**config.mk**
```make
export PLATFORM = sky130hd
export DESIGN_NAME = seq_signed_divider
export DESIGN_NICKNAME = d
export VERILOG_FILES = /design/src/rtl/seq_signed_divider.sv
export SDC_FILE = /design/constraint.sdc
export NUM_CORES = 1
export LEC_CHECK = 0
export CAP_MARGIN = 15
export CORE_MARGIN = 2
export CORE_UTILIZATION = 40
export CTS_CLUSTER_DIAMETER = 150
export DETAILED_ROUTE_END_ITERATION = 8
export GPL_ROUTABILITY_DRIVEN = 0
export HOLD_SLACK_MARGIN = 0.03
export MAX_ROUTING_LAYER = met4
export PLACE_DENSITY = 0.66
export SYNTH_ARGS = -nofsm -noshare
export SYNTH_HDL_FRONTEND = slang
export SYNTH_SLANG_ARGS = --single-unit
export TNS_END_PERCENT = 50
```
**constraint.sdc**
```tcl
create_clock -name clk_in -period 13.95 [get_ports clk_in]
set_input_delay 1.395 -clock clk_in [delete_from_list [all_inputs] [get_ports clk_in]]
set_output_delay 1.395 -clock clk_in [all_outputs]
set_load 0.01 [all_outputs]
```
**src/rtl/seq_signed_divider.sv**
```systemverilog
// seq_signed_divider: iterative radix-2 restoring signed divider behind an
// AXI-Stream operand pair. One restoring step per cycle over WIDTH cycles,
// then a sign-fixup cycle, then the result waits on the output stream.
//
// Optional build macro: DIV_ZERO_FLAG_EN adds m_axis_dout_tuser, a
// divide-by-zero flag that travels with the result.
//
// state | meaning
// IDLE  | both operand streams ready; waits for both tvalid together
// BUSY  | WIDTH shift/subtract steps (count WIDTH-1..0), then sign fixup
// DONE  | result presented on m_axis_dout, held until accepted downstream
module seq_signed_divider #(
  parameter int WIDTH = 32
) (
  input  logic               clk_in,
  input  logic               rst_in,
  input  logic               s_axis_dividend_tvalid,
  output logic               s_axis_dividend_tready,
  input  logic [WIDTH-1:0]   s_axis_dividend_tdata,
  input  logic               s_axis_divisor_tvalid,
  output logic               s_axis_divisor_tready,
  input  logic [WIDTH-1:0]   s_axis_divisor_tdata,
  output logic               m_axis_dout_tvalid,
  input  logic               m_axis_dout_tready,
  output logic [2*WIDTH-1:0] m_axis_dout_tdata
`ifdef DIV_ZERO_FLAG_EN
  ,
  output logic               m_axis_dout_tuser
`endif
);

  localparam int CW = (WIDTH > 1) ? $clog2(WIDTH) : 1;

  typedef enum logic [1:0] {
    IDLE = 2'd0,
    BUSY = 2'd1,
    DONE = 2'd2
  } state_t;

  state_t             state;
  logic [CW-1:0]      count;
  logic               step_done;
  logic [WIDTH-1:0]   rem_q;
  logic [WIDTH-1:0]   quo_q;
  logic [WIDTH-1:0]   dvs_mag;
  logic [WIDTH-1:0]   dvd_raw;
  logic               dvd_neg;
  logic               q_neg;
  logic               div_zero;
  logic               dout_valid;
  logic [2*WIDTH-1:0] dout_data;
`ifdef DIV_ZERO_FLAG_EN
  logic               dout_user;
`endif

  logic               accept;
  logic [WIDTH-1:0]   dvd_abs;
  logic [WIDTH-1:0]   dvs_abs;
  logic [WIDTH:0]     shifted;
  logic [WIDTH:0]     trial;
  logic               step_bit;
  logic [WIDTH-1:0]   step_rem;
  logic [WIDTH-1:0]   q_fix;
  logic [WIDTH-1:0]   r_fix;

  // Ready is gated by reset directly so it reads 0 while rst_in is high and
  // 1 as soon as reset releases, without waiting for a clock edge.
  assign s_axis_dividend_tready = (state == IDLE) && !rst_in;
  assign s_axis_divisor_tready  = (state == IDLE) && !rst_in;
  assign accept = (state == IDLE) && s_axis_dividend_tvalid && s_axis_divisor_tvalid;

  assign m_axis_dout_tvalid = dout_valid;
  assign m_axis_dout_tdata  = dout_data;
`ifdef DIV_ZERO_FLAG_EN
  assign m_axis_dout_tuser  = dout_user;
`endif

  // Magnitudes of the incoming operands; -2^(W-1) maps to 2^(W-1) unsigned.
  always_comb begin
    dvd_abs = s_axis_dividend_tdata;
    dvs_abs = s_axis_divisor_tdata;
    if (s_axis_dividend_tdata[WIDTH-1]) dvd_abs = -s_axis_dividend_tdata;
    if (s_axis_divisor_tdata[WIDTH-1])  dvs_abs = -s_axis_divisor_tdata;
  end

  // One restoring step: shift in the next dividend bit, try to subtract.
  // The partial remainder is WIDTH+1 bits so the borrow shows in the top bit.
  always_comb begin
    shifted  = {rem_q, quo_q[WIDTH-1]};
    trial    = shifted - {1'b0, dvs_mag};
    step_bit = ~trial[WIDTH];
    step_rem = shifted[WIDTH-1:0];
    if (step_bit) step_rem = trial[WIDTH-1:0];
  end

  // Sign fixup: quotient negative when signs differ, remainder follows dividend.
  always_comb begin
    q_fix = quo_q;
    r_fix = rem_q;
    if (q_neg)   q_fix = -quo_q;
    if (dvd_neg) r_fix = -rem_q;
  end

  // Control FSM and datapath registers; reset discards any in-flight operation.
  always_ff @(posedge clk_in or posedge rst_in) begin
    if (rst_in) begin
      state      <= IDLE;
      count      <= '0;
      step_done  <= 1'b0;
      rem_q      <= '0;
      quo_q      <= '0;
      dvs_mag    <= '0;
      dvd_raw    <= '0;
      dvd_neg    <= 1'b0;
      q_neg      <= 1'b0;
      div_zero   <= 1'b0;
      dout_valid <= 1'b0;
      dout_data  <= '0;
`ifdef DIV_ZERO_FLAG_EN
      dout_user  <= 1'b0;
`endif
    end else begin
      case (state)
        IDLE: begin
          if (accept) begin
            dvd_raw   <= s_axis_dividend_tdata;
            dvd_neg   <= s_axis_dividend_tdata[WIDTH-1];
            q_neg     <= s_axis_dividend_tdata[WIDTH-1] ^ s_axis_divisor_tdata[WIDTH-1];
            div_zero  <= (s_axis_divisor_tdata == '0);
            dvs_mag   <= dvs_abs;
            quo_q     <= dvd_abs;
            rem_q     <= '0;
            count     <= CW'(WIDTH - 1);
            step_done <= 1'b0;
            state     <= BUSY;
          end
        end
        BUSY: begin
          if (!step_done) begin
            rem_q <= step_rem;
            quo_q <= {quo_q[WIDTH-2:0], step_bit};
            if (count == '0) step_done <= 1'b1;
            else             count     <= count - CW'(1);
          end else begin
            // Divide-by-zero bypasses the iterated result so the remainder is
            // the original signed dividend; latency is unchanged.
            if (div_zero) dout_data <= {{WIDTH{1'b1}}, dvd_raw};
            else          dout_data <= {q_fix, r_fix};
`ifdef DIV_ZERO_FLAG_EN
            dout_user  <= div_zero;
`endif
            dout_valid <= 1'b1;
            step_done  <= 1'b0;
            state      <= DONE;
          end
        end
        DONE: begin
          if (m_axis_dout_tready) begin
            dout_valid <= 1'b0;
            state      <= IDLE;
          end
        end
        default: begin
          state      <= IDLE;
          dout_valid <= 1'b0;
        end
      endcase
    end
  end

endmodule

```
Yosys cells after proc, flatten, opt, wreduce, memory -nomap -nowiden
Cells that the tools add are included.

Register bits: 204. Output and inout port bits: 67. Word-level logic and storage cells: 70.

Add/subtract/negate cells: 6. Equality and inequality tests: 7. Mux-type cells: 27. Bitwise logic cells: 3. Reductions and logical operators: 15.

Operator list (number): 32-bit two-way mux (9); 32-bit negation (4); 32-bit one-hot mux with 2 select lines (2); 64-bit two-way mux (1); 33-bit by 32-bit subtractor with 33-bit output (1); 32-bit zero test (1); 5-bit two-way mux (3); 2-bit inequality test, second input constant (5); 5-bit one-hot mux with 2 select lines (1); 3-bit AND reduction (3); 2-bit two-way mux (3); 2-bit one-hot mux with 3 select lines (1); 2-bit AND reduction (3); 5-bit zero test (1); 1-bit two-way mux (5); 5-bit by 1-bit subtractor with 5-bit output, second input constant (1); 4-bit AND reduction (1); 1-bit logical AND (3); 1-bit one-hot mux with 3 select lines (1); 2-bit by 1-bit == test with 1-bit output, second input constant (1); 2-bit == test, second input constant (1); 2-bit zero test (1); 1-bit inverter (2); 1-bit one-hot mux with 2 select lines (1); 3 further kinds (3).

Depth between registers and ports, before layout
Gate-level depths: netlist of the first run.

Word-level depth: 5. Mapped depth: 13. Gate-level depth less buffers: 12.

Worst setup path after synthesis of the first run
Ideal clock, no wire load.

Kind: input port to flip-flop. Start: input s_axis_divisor_tdata[12]. End: register dvs_mag[30]. Arrival time: 3.310 ns. Required time: 13.816 ns. Path slack: 10.506 ns. Stages: 8. Path buffers: 0. Cell sequence: or4_1 -> or3_1 -> nand2b_1 -> nand2b_1 -> nand2b_1 -> o31ai_1 -> xor2_1 -> o21ai_0.

Cells in the longest elaborated chain, start to end: 2.

RTL lines: start, declared (RTL line 22) `input logic [WIDTH-1:0] s_axis_divisor_tdata,`; 32-bit negation (RTL line 83) `if (s_axis_divisor_tdata[WIDTH-1]) dvs_abs = -s_axis_divisor_tdata;`; 32-bit two-way mux (RTL line 83); end signal, assigned (RTL line 130) `dvs_mag <= dvs_abs;`; end, declared (RTL line 45) `logic [WIDTH-1:0] dvs_mag;`.

No other way between the ends. A chain may end at the register's enable or synchronous reset.

Final worst setup path of the first run
Start: input rst_in. End: output s_axis_dividend_tready.

Cells in the longest elaborated chain, start to end: 2.

RTL lines: start, declared (RTL line 16) `input logic rst_in,`; 1-bit zero test (no line); 1-bit logical AND (RTL line 68) `assign s_axis_dividend_tready = (state == IDLE) && !rst_in;`; end, declared (RTL line 18) `output logic s_axis_dividend_tready,`.

No other way between the ends.

==> metrics.md, run 1 <==
| Metric | Value |
|---|---|
| Placement Cell Area | `14400 sq um` |
| R2r endpoint | `rem_q[20]` |
| Synth warnings | `0` |
| Area taken by multi-input logic gates | `about 7200 sq um` |
| Main synth FF type | `dfrtp_1` |
| Max-slew violation count | `0` |
| Area grow syn2layout | `19.9%` |
| Clock Sinks | `203` |
| P per Cell Area | `275 nW/um^2` |
| Clock Skew | `0.0205 ns` |
| Syn_nets | `1631` |
| Worst VDD drop | `around 0.14 mV` |
| H-Tree Depth | `1` |
| Gates resized, CTS repair | `0` |
| Sequential share of the synthesized area | `0.398` |
| Starting Density | `0.406` |
| Vias per cell | `about 5.4` |
| Synth async-reset ratio | `1.00` |
| Max clock buf depth | `3` |
| Die height | `183 um` |
| Post-Layout Cell Count | `2041` |
| Wl on met1 | `about 16000 um` |
| TritonCTS clock tree | `built` |
| Drt wl/cell | `16.4 um` |
| Crit end category | `output port` |
| R2R Path Start | `quo_q[31]` |
| Die ar. | `33400 sq um` |
| # IOs | `around 140` |
| Layout Nets | `1728` |
| Cell area after synthesis | `12800 sq um` |
| Starting DRT DRC Count | `823` |
| Total Routing Usage GR | `0.207` |
| Setup Fix Bufs, Post-CTS | `0` |
| CTS hold repair buffers | `0` |
| Endpoints failing hold | `0` |
| Placed cells | `1995` |
| DRC | `0` |
| CP required | `12.56 ns` |
| Via total after detailed routing | `10989` |
| CP arrival | `2.75 ns` |
| Core area | `31500 sq um` |
| Final worst-path setup slack | `between 9 and 10 ns` |
| Number of buffers added on ports | `around 140` |
| Antenna Nets Post-Route | `0` |
| CP Max Fanout | `2` |
| # rows | `65` |
| First-pass GRT wire length | `54700 um` |
| Synthesized netlist cell count | `1523` |
| Root Buffer | `clkbuf_16` |
| Layout cells sized above 1 | `0.0525` |
| RSZ-0062 raised after global routing | `no` |
| Highest Signal Layer | `met4` |
| Clk slew on worst S/H paths | `0.06 ns` |
| HPWL after detailed placement | `between 20000 and 25000 um` |
| Pleak | `6.64 nW` |
| Largest net degree at the start of global routing | `124` |
| Setup TNS | `0 ns` |
| Crit path capture | `s_axis_dividend_tready` |
| Number of buffers created by CTS | `24` |
| Routed met3 length | `1810 um` |
| Clk Latency, worst-skew pair | `0.53 ns` |
| Post-route minimum period | `4.14 ns` |
| Die width | `183 um` |
| Fin area | `approximately 15000 sq um` |
| Post-synth EDFFs | `0` |
| DR pass1 iterations | `5` |
| Number of antenna violations at the first check in global routing | `1` |
| Vias in the first global route | `10382` |
| GRT overflow | `0` |
| R2R cell count | `13` |
| Critical path launch point | `rst_in` |
| Netlist cell types | `a little under 80` |
| Met2 routed WL | `14900 um` |
| DP Worst Slack | `9.67 ns` |
| HP Class | `flip-flop to flip-flop` |
| Seq cells post-synth | `203` |
| Max_cap viols | `0` |
| Final setup fails | `0` |
| Syn_area_per_cell | `8.39 sq um` |
| Critical path class | `input port to output port` |
| CP startpoint kind | `input port` |
| Drt total wl | `around 34000 um` |
| Layout fillers | `3048` |
| Actual slew at the worst max-slew pin | `1.06 ns` |
| Status | `complete, no violations` |
| Fmax | `241 MHz` |
| FF+latch area | `5080 sq um` |
| Fin crit share | `0.297` |
| FF-to-FF setup slack | `10.30 ns` |
| Rel. slew slack | `0.295` |
-- synth_stat cells (all sizes together), types with 11 or more instances --
cell,count,area (sq um)
nand2,292,1100
dfrtp,203,5080
o21ai,177,893
a21oi,116,581
nor2,110,415
xor2,106,928
inv,57,214
clkbuf,55,206
xnor2,43,395
ha,38,475
mux2i,37,370
o31ai,36,284
buf,22,125
or3,20,125
nand3,19,100
nor3,19,111
a31oi,15,93.8
nand2b,13,88.8
o41ai,13,140
a21o,11,82.6
-- per-stage QoR --
| stage | utilization | hold WS (ns) | power (W) |
|---|---|---|---|
| floorplan | - | 0.440 | 0.00290 |
| detailed placement | 0.458 | 0.463 | 0.00353 |
| global route | 0.487 | 0.495 | 0.00458 |
| global placement | 0.458 | 0.460 | 0.00348 |
| CTS | 0.486 | 0.484 | 0.00422 |
| finish | 0.487 | 0.478 | 0.00421 |
-- critical path: stages --
cell	delay, ns
clkdlybuf4s50_1	0.51
nor3_1	0.25
clkdlybuf4s50_1	0.59
-- power by group --
part           internal (W)  switching, W
Clock              0.000419      0.000258
Combinational       0.00106       0.00130
Sequential         0.000874      0.000296
-- placed cells by master, fill, tap and decap left out, types with 20 or more instances in the layout --
cell,Yosys,layout
or3_1,20,20
xnor2_1,42,42
o31ai_1,35,35
ha_1,38,38
o21ai_1,29,29
clkdlybuf4s50_1,0,135
mux2i_1,37,37
clkbuf_16,0,25
xor2_1,106,106
inv_1,57,56
o21ai_0,146,146
nor2_1,109,108
nand2_1,292,291
dfrtp_1,203,203
a21oi_1,116,116
-- cells by family (layout without fill, tap and decap cells) --
| kind of cell | Yosys count | after routing | synth area share |
|---|---|---|---|
| simple gates | 535 | 535 | 0.187 |
| compound gates | 424 | 424 | 0.200 |
| flops | 203 | 203 | 0.398 |
| xor+xnor | 149 | 149 | 0.104 |
| buf+inv | 136 | 251 | 0.0433 |
| fa+ha+maj | 39 | 39 | 0.0388 |
| mux | 37 | 37 | 0.0290 |
| other cells | 0 | 1 | 0 |
-- sequential cells by signal, indices dropped and copies added (netlist names) --
register,flops
count,5
div_zero,1
dvd_raw,32
dvs_mag,32
m_axis_dout_tdata,64
m_axis_dout_tvalid,1
q_neg,1
quo_q,32
rem_q,32
state,2
step_done,1
-- worst min-delay path by stage --
stage	startpoint	to	slack (ns)	cells after the start
2_1_floorplan	dvd_raw[29]	dvd_raw[29]	0.44	2
3_3_place_gp	dvd_raw[19]	dvd_raw[19]	0.46	2
3_5_place_dp	dvd_raw[21]	dvd_raw[21]	0.46	2
4_1_cts	dvd_raw[15]	dvd_raw[15]	0.48	2
5_1_grt	dvd_raw[20]	dvd_raw[20]	0.50	2
6_report	dvs_mag[29]	dvs_mag[29]	0.48	2
-- per-layer routing --
metal	global-route usage	vias up
met3	0.0281	49
li1	-	5474
met5	-	-
met4	0.0487	0
met1	0.288	5157
met2	0.320	309
-- layout make-up --
| cell class | instances | share of cell area |
|---|---|---|
| multi-input combinational | 1184 | 0.468 |
| sequential | 203 | 0.332 |
| timing repair buffer | 148 | 0.0958 |
| clock buffer | 33 | 0.0447 |
| tap | 402 | 0.0328 |
| inverter | 59 | 0.0150 |
| clock inverter | 11 | 0.0117 |
| antenna | 1 | 0.000163 |
(Power assumes the default switching activity.)
==> run 2: changes to the inputs <==
--- a/config.mk
+++ b/config.mk
@@ -13,7 +13,7 @@
 export GPL_ROUTABILITY_DRIVEN = 0
 export HOLD_SLACK_MARGIN = 0.03
 export MAX_ROUTING_LAYER = met4
-export PLACE_DENSITY = 0.66
+export PLACE_DENSITY = 0.68
 export SYNTH_ARGS = -nofsm -noshare
 export SYNTH_HDL_FRONTEND = slang
 export SYNTH_SLANG_ARGS = --single-unit
==> constraint.sdc (replaced) <==
create_clock -name clk_in -period 3.4 [get_ports clk_in]
set_input_delay 0.34 -clock clk_in [delete_from_list [all_inputs] [get_ports clk_in]]
set_output_delay 0.34 -clock clk_in [all_outputs]
set_load 0.01 [all_outputs]
==> run 2 against run 1 <==
Effect of this change:
- critical path depth increased by 7
- register-to-register slack got worse by 10 ns
- setup slack got worse by 9.6 ns
- combinational power increased to 4.4 times the previous value
- global-route usage decreased by 0.22 points
- critical endpoint is now m_axis_dout_tdata[63]
- largest power group unchanged
==> metrics.md, run 2 (synthesized netlist as in run 1, its figures left out) <==
| Metric | Value |
|---|---|
| Status | `complete, no violations` |
| CP Max Fanout | `4` |
| Via total after detailed routing | `11096` |
| Number of antenna violations at the first check in global routing | `0` |
| FF+latch area | `5080 sq um` |
| Gates resized, CTS repair | `0` |
| Layout cells sized above 1 | `0.0711` |
| Pleak | `roughly 6.8 nW` |
| Max_cap viols | `0` |
| Post-route minimum period | `3.24 ns` |
| Area grow syn2layout | `21.8%` |
| Antenna Nets Post-Route | `0` |
| Critical path class | `flip-flop to flip-flop` |
| P per Cell Area | `roughly 1100 nW/um^2` |
| Placed cells | `2030` |
| Clock Skew | `0.0128 ns` |
| Number of buffers added on ports | `135` |
| Setup TNS | `0 ns` |
| Rel. slew slack | `0.295` |
| Max-slew violation count | `0` |
| RSZ-0062 raised after global routing | `no` |
| Root Buffer | `clkbuf_16` |
| H-Tree Depth | `1` |
| Worst Hold Slack | `0.244 ns` |
| TritonCTS clock tree | `built` |
| Clk Latency, worst-skew pair | `0.52 ns` |
| Vias per cell | `5.35` |
| CP required | `3.77 ns` |
| Diodes inserted | `0` |
| Most frequent cells in the layout | `nand2_1 (291), dfrtp_1 (203), o21ai_0 (146), clkdlybuf4s50_1 (135), a21oi_1 (116)` |
| Clk slew on worst S/H paths | `0.06 ns` |
| Vias in the first global route | `around 11000` |
| Die ar. | `about 33000 sq um` |
| Layout Nets | `1763` |
| DP Worst Slack | `0.216 ns` |
| Starting DRT DRC Count | `843` |
| Crit end category | `flip-flop` |
| Core area | `about 31000 sq um` |
| Drt total wl | `33100 um` |
| First-pass GRT wire length | `54400 um` |
| Number of buffers created by CTS | `25` |
| Largest net degree at the start of global routing | `89` |
| Starting Density | `0.406` |
| GRT overflow | `0` |
| Worst VDD drop | `roughly 0.9 mV` |
| DR pass1 iterations | `5` |
| DRC | `0` |
| HPWL after detailed placement | `about 25000 um` |
| Layout fillers | `3008` |
| Fmax | `309 MHz` |
| Final worst-path setup slack | `~0.16 ns` |
| Die height | `183 um` |
| # IOs | `~140` |
| Area taken by multi-input logic gates | `7170 sq um` |
| CTS hold repair buffers | `0` |
| Max clock buf depth | `3` |
| HP Class | `input port to async pin` |
| Most common cell after layout, fill and taps aside | `nand2_1` |
| Endpoints failing hold | `0` |
| Post-Layout Cell Count | `2075` |
| CP arrival | `3.61 ns` |
| Max reg flops | `64` |
| CP startpoint kind | `flip-flop` |
| Actual slew at the worst max-slew pin | `1.05 ns` |
| Drt wl/cell | `15.9 um` |
| # rows | `65` |
| Setup Fix Bufs, Post-CTS | `0` |
| Fin crit share | `0.952` |
| Die width | `183 um` |
| Final setup fails | `0` |
| Total Routing Usage GR | `0.205` |
| Clock Sinks | `203` |
run 2: cell types whose count changed in the layout (fill, tap and decap cells not counted), sizes merged:
cell and delta:
buf +35, bufinv -2, clkbuf +3, clkinv +1, clkinvlp -1, diode -1, inv -1
run 2: worst max-delay path: stages (launching register included):
cell	delay [ns]
dfrtp_1	0.42
or3_1	0.40
or2_4	0.27
nor4_4	0.22
nand4_1	0.28
o41ai_1	0.43
buf_4	0.19
a21boi_2	0.20
nand2_1	0.17
xnor2_1	0.38
a31oi_1	0.13
run 2: through the flow:
stage,area (sq um),power (W),utilization
global placement,14700,0.0146,0.468
global route,15600,0.0191,0.494
CTS,15600,0.0176,0.494
finish,15600,0.0176,0.494
floorplan,12800,0.0119,-
detailed placement,14700,0.0149,0.468
run 2: cell type report:
| class | count | area share |
|---|---|---|
| multi-input cells | 1184 | 0.461 |
| flip-flops and latches | 203 | 0.326 |
| repair buffers | 182 | 0.113 |
| clock buffers | 37 | 0.0470 |
| well taps | 402 | 0.0323 |
| inverters | 59 | 0.0145 |
| clock inverters | 8 | 0.00627 |
run 2: path summary, 6_finish.rpt:
kind                       depth (start not counted)  slack (ns)                    end                 startpoint
setup / recovery                                  10        0.16  m_axis_dout_tdata[63]                   quo_q[4]
hold / removal                                     2        0.24               state[1]                     rst_in
setup reg to reg                                  10        0.16  m_axis_dout_tdata[63]                   quo_q[4]
hold reg to reg                                    2        0.47            dvs_mag[23]                dvs_mag[23]
max in group asynchronous                          4        2.08            dvd_raw[27]                     rst_in
min in group clk_in                                3        0.47            dvd_raw[13]  s_axis_dividend_tdata[13]
run 2: power breakdown:
group	total [W]	leakage (nW)	internal, W	switching [W]
clock network	0.00266	0.410	0.00163	0.00102
registers	0.00467	2.53	0.00359	0.00108
logic	0.0103	3.86	0.00466	0.00560
run 2: routing by layer:
layer	share of wire	vias to the layer above	track usage
met5	0	-	-
li1	-	5544	-
met3	0.059	60	0.0255
met1	0.47	5177	0.278
met2	0.45	315	0.323
met4	0.026	0	0.0558
